<file path="config.mk">
export PLATFORM = sky130hd
export DESIGN_NAME = dm_lane_align
export DESIGN_NICKNAME = d
export VERILOG_FILES = /design/src/rtl/dm_access_pkg.sv /design/src/rtl/dm_lane_align.sv
export SDC_FILE = /design/constraint.sdc
export NUM_CORES = 1
export LEC_CHECK = 0
export CAP_MARGIN = 0
export CORE_AREA = 2 2 76 78
export DETAILED_ROUTE_END_ITERATION = 6
export DIE_AREA = 0 0 78 80
export PLACE_DENSITY = 0.72
export SYNTH_ARGS = -nofsm -noshare
export SYNTH_HDL_FRONTEND = slang
export SYNTH_SLANG_ARGS = --single-unit
export TNS_END_PERCENT = 100
</file>
<file path="constraint.sdc">
create_clock -name vclk -period 3.5
set_input_delay 0.35 -clock vclk [all_inputs]
set_output_delay 0.35 -clock vclk [all_outputs]
set_load 0.01 [all_outputs]
</file>
<file path="src/rtl/dm_access_pkg.sv">
// Shared encodings, FSM state codes, latched request layout and lane helpers
// for the data-memory access controller.
package dm_access_pkg;

    localparam int unsigned DATA_W = 32;
    localparam int unsigned ADDR_W = 32;

    localparam logic [1:0] SZ_BYTE = 2'b00;
    localparam logic [1:0] SZ_HALF = 2'b01;
    localparam logic [1:0] SZ_WORD = 2'b10;

    typedef logic [2:0] state_t;

    localparam state_t ST_IDLE   = 3'd0;
    localparam state_t ST_RD     = 3'd1;
    localparam state_t ST_RMW_RD = 3'd2;
    localparam state_t ST_WR     = 3'd3;
    localparam state_t ST_DONE   = 3'd4;

    typedef struct packed {
        logic [ADDR_W-1:0] addr;
        logic [1:0]        size;
        logic              sign;
        logic [DATA_W-1:0] wdata;
    } dm_req_t;

    // Byte-enable of the lanes touched by an access; size 2'b11 behaves as word.
    function automatic logic [3:0] lane_mask(input logic [1:0] size, input logic [1:0] off);
        case (size)
            SZ_BYTE: lane_mask = 4'(4'b0001 << off);
            SZ_HALF: lane_mask = off[1] ? 4'b1100 : 4'b0011;
            default: lane_mask = 4'b1111;
        endcase
    endfunction

    function automatic logic misaligned(input logic [1:0] size, input logic [1:0] off);
        case (size)
            SZ_BYTE: misaligned = 1'b0;
            SZ_HALF: misaligned = off[0];
            default: misaligned = (off != 2'b00);
        endcase
    endfunction

endpackage

</file>
<file path="src/rtl/dm_lane_align.sv">
// Combinational little-endian lane handling: load extract + sign/zero extend,
// and store merge of byte/half data into the word read back from memory.
module dm_lane_align
    import dm_access_pkg::*;
(
    input  logic [1:0]        off,
    input  logic [1:0]        size,
    input  logic              sign,
    input  logic [DATA_W-1:0] rdata,
    input  logic [DATA_W-1:0] wdata,
    output logic [DATA_W-1:0] load_c,
    output logic [DATA_W-1:0] merge_c
);

    logic [DATA_W-1:0] shifted;
    logic [DATA_W-1:0] wrep;
    logic [3:0]        be;

    always_comb begin
        shifted = rdata >> {off, 3'b000};
        load_c  = shifted;
        wrep    = wdata;
        case (size)
            SZ_BYTE: begin
                load_c = {{24{sign & shifted[7]}}, shifted[7:0]};
                wrep   = {4{wdata[7:0]}};
            end
            SZ_HALF: begin
                load_c = {{16{sign & shifted[15]}}, shifted[15:0]};
                wrep   = {2{wdata[15:0]}};
            end
            default: ;
        endcase

        // Replicated store data lands only in the enabled lanes.
        be      = lane_mask(size, off);
        merge_c = rdata;
        for (int i = 0; i < 4; i++) begin
            if (be[i]) merge_c[8*i +: 8] = wrep[8*i +: 8];
        end
    end

endmodule

</file>
## After elaboration in Yosys (flattened, before gate mapping)

Cells that the tools add are included.

| storage, ports and cells | value |
|---|---|
| flip-flop bits (word level) | 0 |
| input port bits | 69 |
| output and inout port bits | 64 |
| word-level logic and storage cells | 14 |

| cells by class | value |
|---|---|
| equality and inequality tests | 1 |
| shift-type cells | 2 |
| muxes and demuxes | 8 |
| bitwise operators | 2 |
| reduce and logical (&&, ||, !) cells | 1 |

Operators with widths:

| kind | number |
|---|---|
| $pmux W32 S2 | 2 |
| $mux W8 | 4 |
| $shr A32 B5 Y32 | 1 |
| $pmux W4 S2 | 1 |
| $mux W4 | 1 |
| $shl A1 B2 Y4 const A | 1 |
| $and A1 B1 Y1 | 2 |
| $eq A2 B1 Y1 const B | 1 |
| $logic_not A2 Y1 | 1 |

## Longest topological paths before layout

Gate-level depths: netlist (run 1).

| depth | value |
|---|---|
| depth after elaboration | 3 |
| depth in mapped cells | 6 |
| gate-level depth less buffers | 3 |

## Least setup slack after synthesis (run 1)

OpenSTA, ideal clock, no wires.

| path | value |
|---|---|
| path kind | input to output |
| start | input port size[1] |
| end | output port merge_c[13] |
| arrival | 1.485 ns |
| required time | 3.150 ns |
| slack | 1.665 ns |
| stages on the path | 5 |
| buffers on the path | 2 |
| cell sequence | buf_4 nor2_4 buf_2 mux2_1 mux2_2 |

| between the ends | value |
|---|---|
| word-level cells in the longest chain between the ends | 3 |
| elaborated cells on any way between the ends | 5 |
| classes of those cells | eq/ne: 1; mux: 3; reduce/logical: 1 |

RTL lines:

| what | line | text |
|---|---|---|
| start, declared | dm_lane_align.sv:7 | `input logic [1:0] size,` |
| $eq A2 B1 Y1 or $logic_not A2 Y1 (tied branches) | dm_access_pkg.sv:29, dm_lane_align.sv:23 |  |
| $pmux W32 S2 or $pmux W4 S2 (tied branches) | dm_lane_align.sv:23, dm_access_pkg.sv:29 |  |
| $mux W8 * | dm_lane_align.sv:39 | `if (be[i]) merge_c[8*i +: 8] = wrep[8*i +: 8];` |
| end, declared | dm_lane_align.sv:12 | `output logic [DATA_W-1:0] merge_c` |

Every way passes the cells marked *; elsewhere a longest branch is shown, timed or not.

## Worst setup path after layout (run 1)

| path | value |
|---|---|
| start | input port size[1] |
| end | output port load_c[25] |

| between the ends | value |
|---|---|
| word-level cells in the longest chain between the ends | 2 |
| elaborated cells on any way between the ends | 3 |
| classes of those cells | eq/ne: 1; mux: 1; reduce/logical: 1 |

RTL lines:

| what | line | text |
|---|---|---|
| $eq A2 B1 Y1 or $logic_not A2 Y1 (tied branches) | dm_lane_align.sv:23 | `case (size)` |
| $pmux W32 S2 * | dm_lane_align.sv:23 |  |
| end, declared | dm_lane_align.sv:11 | `output logic [DATA_W-1:0] load_c,` |

Marks and branches as above.

==> summary.md, run 1 <==
| Metric | Value |
|---|---|
| Outcome | completed |
| Vias in the first global route | 2291 |
| Placed cell areas | 0.00293 mm^2 |
| Final setup margin | 357 ps |
| RSZ-0062 raised after global routing | false |
| FP Rows | 27 |
| Seq cells | 0 |
| Slew Viols, Final | 0 |
| Post-placement cell count | 410 |
| Number of clock buffer instances in the layout | 0 |
| Max Clk Rate | 318 MHz |
| Crit path arrival time | 2790 ps |
| Final Wtd Congestion | 0.902 |
| VDD IR max | 0.0751 mV |
| Final hold vios | 0 |
| WP data required | 3150 ps |
| Vias | 2233 |
| Initial antenna violation count | 0 |
| IO Pins | 133 |
| WS Path Type | in -> out |
| Psw | 203 uW |
| Antenna Diode Count | 0 |
| Avg Cell Area, Syn | 7.25 um^2 |
| Crit-path max FO | 19 |
| Full die area | 0.00624 mm^2 |
| Sum Neg Setup Slack | 0 ps |
| Worst-margin pin slew | 595 ps |
| Yosys warns | 0 |
| Part of the power in combinational logic | 100.0% |
| Share of Yosys cell area claimed by the top area cell type | 24.2% |
| Sequential share of the synthesized area | 0% |
| Largest net degree at the start of global routing | 25 |
| First-pass GRT wire length | 11700 um |
| MaxCap Viol Count | 0 |
| NumNets Final | 409 |
| Number of buffers added on ports | 133 |
| WHS Path Cells | 4 |
| Crit share post-route | 89.8% |
| Post-Synthesis Cells | 218 |
| Via density | 5.45 |
| Sequential share of power | 0% |
| Largest cells by area after synthesis | mux2_2 (24%), mux2i_1 (11%), o21ai_0 (6.3%), o211ai_1 (6.2%), nand2_1 (5.9%) |
| Area of the core | 0.00541 mm^2 |
| DRT Wirelength | 7440 um |
| Clk pwr share | 0% |
| Yosys cell types | 37 |
| Pwr dens | 162 mW/mm^2 |
| Commonest non-fill, non-tap cell in the layout | clkdlybuf4s50_1 |
| CP Capture Type | output pin |
| DR WL/cell | 18.2 um |
| Synth Net Count | 287 |
| Hold path start | wdata[16] |
| Placed wire-length estimate | 5770 um |
| Post-Layout Inst Area | 0.00295 mm^2 |
| Pleak | 1.08 nW |
| Die width | 78 um |
| Postcts setup bufs | 0 |
| Commonest cells after routing, fill and taps aside | clkdlybuf4s50_1 (133), mux2_2 (34), nand2_1 (25) |
| Crit start category | input port |
| Initial drt markers | 89 |
| Placement Setup Slack | 199 ps |
| Die Ht | 80 um |
| Final setup fails | 0 |
| Area leader, netlist | mux2_2 |
| Synth Cell Area | 0.00158 mm^2 |
| DRC violations left | 0 |
| Fin crit period | 3140 ps |
| Switching Fraction | 42.7% |
| Count of cells resized by post-cts repair | 0 |
| Filler cell count | 539 |
| Congestion Overflow GR | 0 |
| CTS Hold Bufs | 0 |
| FF/Latch Area | 0 um^2 |
| Max-Slew Margin vs Limit | 60.2% |
| Starting Density | 29.3% |
| Pre-Repair DR Iteration Count | 4 |
| Hold Path End | merge_c[16] |
| Final ANT Viol Nets | 0 |
| Area growth syn-to-layout | 86.2% |
| Hold/Removal Path Class | in -> out |
| Fin cells | 410 |
| Share of cells above drive strength 1 | 16.0% |
| Gr usage total | 23.2% |
| Int Power | 272 uW |
[metrics by stage]
step / util [%] / power [mW] / hold slack [ps]
after floorplan: - / 0.211 / 835
after global placement: 54.3 / 0.470 / 1690
after detailed placement: 54.3 / 0.472 / 1690
after CTS: 54.3 / 0.475 / 1690
after global routing: 54.5 / 0.507 / 1720
final: 54.5 / 0.476 / 1690
[routing by layer]
metal  part of all wire [%]  GRT usage, %
met1                     41          27.4
met4                    1.6          5.09
met2                     49          42.6
met5                      0             0
met3                    8.2          4.98
[power by group through the flow]
| stage | clock [mW] | combinational, mW | sequential, mW |
|---|---|---|---|
| floorplan | 0 | 0.211 | 0 |
| global placement | 0 | 0.470 | 0 |
| detailed placement | 0 | 0.472 | 0 |
| CTS | 0 | 0.475 | 0 |
| global route | 0 | 0.507 | 0 |
| finish | 0 | 0.476 | 0 |
[how the worst max path moves through the flow]
| stage | slack (ps) | cells past startpoint | start | endpoint |
|---|---|---|---|---|
| floorplan | 1660 | 5 | size[1] | merge_c[13] |
| global placement | 290 | 5 | size[0] | load_c[17] |
| detailed placement | 200 | 5 | size[0] | load_c[23] |
| CTS | 190 | 5 | size[0] | load_c[23] |
| global route | 170 | 5 | size[1] | load_c[16] |
| finish | 360 | 5 | size[1] | load_c[25] |
[cell families after synthesis]
| logic type | after synthesis | synth area share (%) |
|---|---|---|
| AOI/OAI and AO/OA | 78 | 33.7 |
| and+or+nand+nor | 59 | 18.9 |
| muxes | 54 | 37.3 |
| buffers and inverters | 27 | 10.0 |
[cell type report]
cell class | count | area, um^2 | area share (%)
Timing Repair Buffer | 143 | 1410 | 47.7
Tap cell | 72 | 90.1 | 3.06
Inverter | 4 | 15.0 | 0.510
Multi-Input combinational cell | 191 | 1430 | 48.7
[cell usage after synthesis (all sizes together) (3+ instances only)]
cell and instances:
inv 4, o211ai 13, clkbuf 4, mux2 37, nor2b 4, nand2 25
a21oi 13, nor2 10, a31oi 8, mux2i 17, o21ai 21, buf 19
o22ai 7, nand3 10, o221ai 3, o31ai 7
[critical path: stages]
cell	delay [ps]
clkdlybuf4s50_1	610
inv_2	400
nand3_1	500
o211ai_1	350
clkdlybuf4s50_1	590
No activity file was read; power rests on OpenSTA's default activity.
==> inputs of run 2 (changes only) <==
--- a/config.mk
+++ b/config.mk
@@ -5,7 +5,6 @@
 export SDC_FILE = /design/constraint.sdc
 export NUM_CORES = 1
 export LEC_CHECK = 0
-export CAP_MARGIN = 0
 export CORE_AREA = 2 2 76 78
 export DETAILED_ROUTE_END_ITERATION = 6
 export DIE_AREA = 0 0 78 80
==> results of run 2 <==
Final layout, timing and power as in run 1 (identical DEF).
==> inputs of run 3 (changes only) <==
--- a/config.mk
+++ b/config.mk
@@ -8,7 +8,7 @@
 export CORE_AREA = 2 2 76 78
 export DETAILED_ROUTE_END_ITERATION = 6
 export DIE_AREA = 0 0 78 80
-export PLACE_DENSITY = 0.72
+export PLACE_DENSITY = 0.74
 export SYNTH_ARGS = -nofsm -noshare
 export SYNTH_HDL_FRONTEND = slang
 export SYNTH_SLANG_ARGS = --single-unit
==> run 3 against run 2 <==
  * Worst hold slack better by 23 ps
  * Non-clock buffer count unchanged
  * Wire length down 0.13%
  * Clock-buffer cell count is the same
  * Power down 0.34%
  * Core utilization decreased by 0.21 points
  * Maximum frequency fell by 0.93%
  * Flip-flop and latch count unchanged
  * Sequential share of layout area stayed put
  * Via count increased by 1.4%
  * Worst setup slack lost 30 ps
  * Critical path type unchanged
  * Critical endpoint is now load_c[18]
  * Largest cell class unchanged
  * Largest power group unchanged
==> summary.md, run 3 (synthesized netlist as in run 1, its figures left out) <==
| Metric | Value |
|---|---|
| IO Pins | 133 (unchanged) |
| Gr usage total | 23.3% (+0.12 points) |
| DRT Wirelength | 7430 um (-0.13%) |
| Full die area | 0.00624 mm^2 (unchanged) |
| Hold Path End | merge_c[23] |
| Antenna Diode Count | 0 (unchanged) |
| MaxCap Viol Count | 0 (unchanged) |
| Die Ht | 80 um (unchanged) |
| Share of cells above drive strength 1 | 16.0% (unchanged) |
| Number of buffers added on ports | 133 (unchanged) |
| Postcts setup bufs | 0 (unchanged) |
| Final Wtd Congestion | 0.917 (+1.7%) |
| Pre-Repair DR Iteration Count | 4 (unchanged) |
| Hold WS | 1720 ps (+23.2 ps) |
| Vias | 2265 (+1.4%) |
| Crit path max-delay cell type | clkdlybuf4s50_1 |
| CP dominant cell by count | clkdlybuf4s50_1 |
| Final ANT Viol Nets | 0 (unchanged) |
| Worst path max stage delay | 770 ps (+160 ps) |
| Area growth syn-to-layout | 85.5% |
| Final setup fails | 0 (unchanged) |
| Final hold vios | 0 (unchanged) |
| RSZ-0062 raised after global routing | false |
| Number of clock buffer instances in the layout | 0 (unchanged) |
| Starting Density | 29.3% (unchanged) |
| Commonest non-fill, non-tap cell in the layout | clkdlybuf4s50_1 |
| Crit start category | input port |
| DR WL/cell | 18.1 um (-0.13%) |
| Vias in the first global route | 2304 (+0.57%) |
| First-pass GRT wire length | 11800 um (+1.1%) |
| FF/Latch Area | 0 um^2 (unchanged) |
| Crit-path max FO | 16 (-3) |
| Die width | 78 um (unchanged) |
| Crit path arrival time | 2820 ps (+30 ps) |
| Count of cells resized by post-cts repair | 0 (unchanged) |
| WP buf/inv | 3 (unchanged) |
| Placement Setup Slack | 339 ps (+139 ps) |
| Initial drt markers | 149 (+67%) |
| VDD IR max | 0.0747 mV (-0.51%) |
| Slew Viols, Final | 0 (unchanged) |
| Pleak | 1.07 nW (-0.45%) |
| Congestion Overflow GR | 0 (unchanged) |
| Max Clk Rate | 315 MHz (-0.93%) |
| FP Rows | 27 (unchanged) |
| WHS Path Cells | 4 (unchanged) |
| Pwr dens | 162 mW/mm^2 (about the same) |
| Sum Neg Setup Slack | 0 ps (unchanged) |
| Post-placement cell count | 410 (unchanged) |
| Worst path depth | 5 (unchanged) |
| Seq cells | 0 (unchanged) |
| Fin cells | 410 (unchanged) |
| Placed wire-length estimate | 5750 um (-0.35%) |
| NumNets Final | 409 (unchanged) |
| CP Capture Type | output pin |
| Final setup margin | 328 ps (-29.6 ps) |
| CP delay by family, top | buffers and inverters |
| Worst path cell trace | clkdlybuf4s50_1 -> buf_4 -> nand3_1 -> o211ai_1 -> clkdlybuf4s50_1 |
| Commonest cells after routing, fill and taps aside | clkdlybuf4s50_1 (133), mux2_2 (34), nand2_1 (25) |
| Power after layout | 474 uW (-0.34%) |
| Largest net degree at the start of global routing | 24 (-4.0%) |
| DRC violations left | 0 (unchanged) |
| Initial antenna violation count | 0 (unchanged) |
| Worst-margin pin slew | 594 ps (-0.869 ps) |
| CTS Hold Bufs | 0 (unchanged) |
| Area of the core | 0.00541 mm^2 (unchanged) |
| Via density | 5.52 (+1.4%) |
| WP data required | 3150 ps (about the same) |
| Max-Slew Margin vs Limit | 60.3% (+0.087 points) |
| WS Path Type | in -> out |
| Fin crit period | 3170 ps (+29.6 ps) |
| Hold path start | wdata[23] |
| Outcome | completed |
| Crit share post-route | 90.6% (+0.85 points) |
| Hold/Removal Path Class | in -> out |
-- run 3: cell count changes in the layout (fill, tap and decap cells not counted) --
cell | previous run | this run
a2bb2oi_2 | 0 | 1
a2bb2oi_4 | 1 | 0
-- run 3: how the worst max path moves through the flow --
stage                  from          end  slack, ps
detailed placement   off[0]   load_c[16]        340
global placement     off[0]   load_c[17]        400
global route         off[0]   load_c[16]        140
CTS                  off[0]   load_c[16]        330
finish              size[0]   load_c[18]        330
floorplan           size[1]  merge_c[13]       1660
-- run 3: layer usage --
layer / part of all wire, % / track usage (%)
met1: 42 / 30.1
met4: 1.5 / 5.26
met3: 8.4 / 3.96
met5: 0 / 0
met2: 48 / 40.3
-- run 3: power breakdown --
part / internal [mW] / switching, mW
Sequential: 0 / 0
Combinational: 0.271 / 0.203
Clock: 0 / 0
-- run 3: layout make-up --
cell class	instances	area (um^2)
Multi-Input combinational cell	191	1420
Timing Repair Buffer	143	1410
Fill cell	539	2470
Inverter	4	15.0
Tap cell	72	90.1
-- run 3: stage by stage --
stage	utilization [%]	instance area (um^2)
4_1_cts	54.3	2930
3_5_place_dp	54.3	2930
5_1_grt	54.3	2930
6_report	54.3	2930
2_1_floorplan	-	1580
3_3_place_gp	54.3	2930
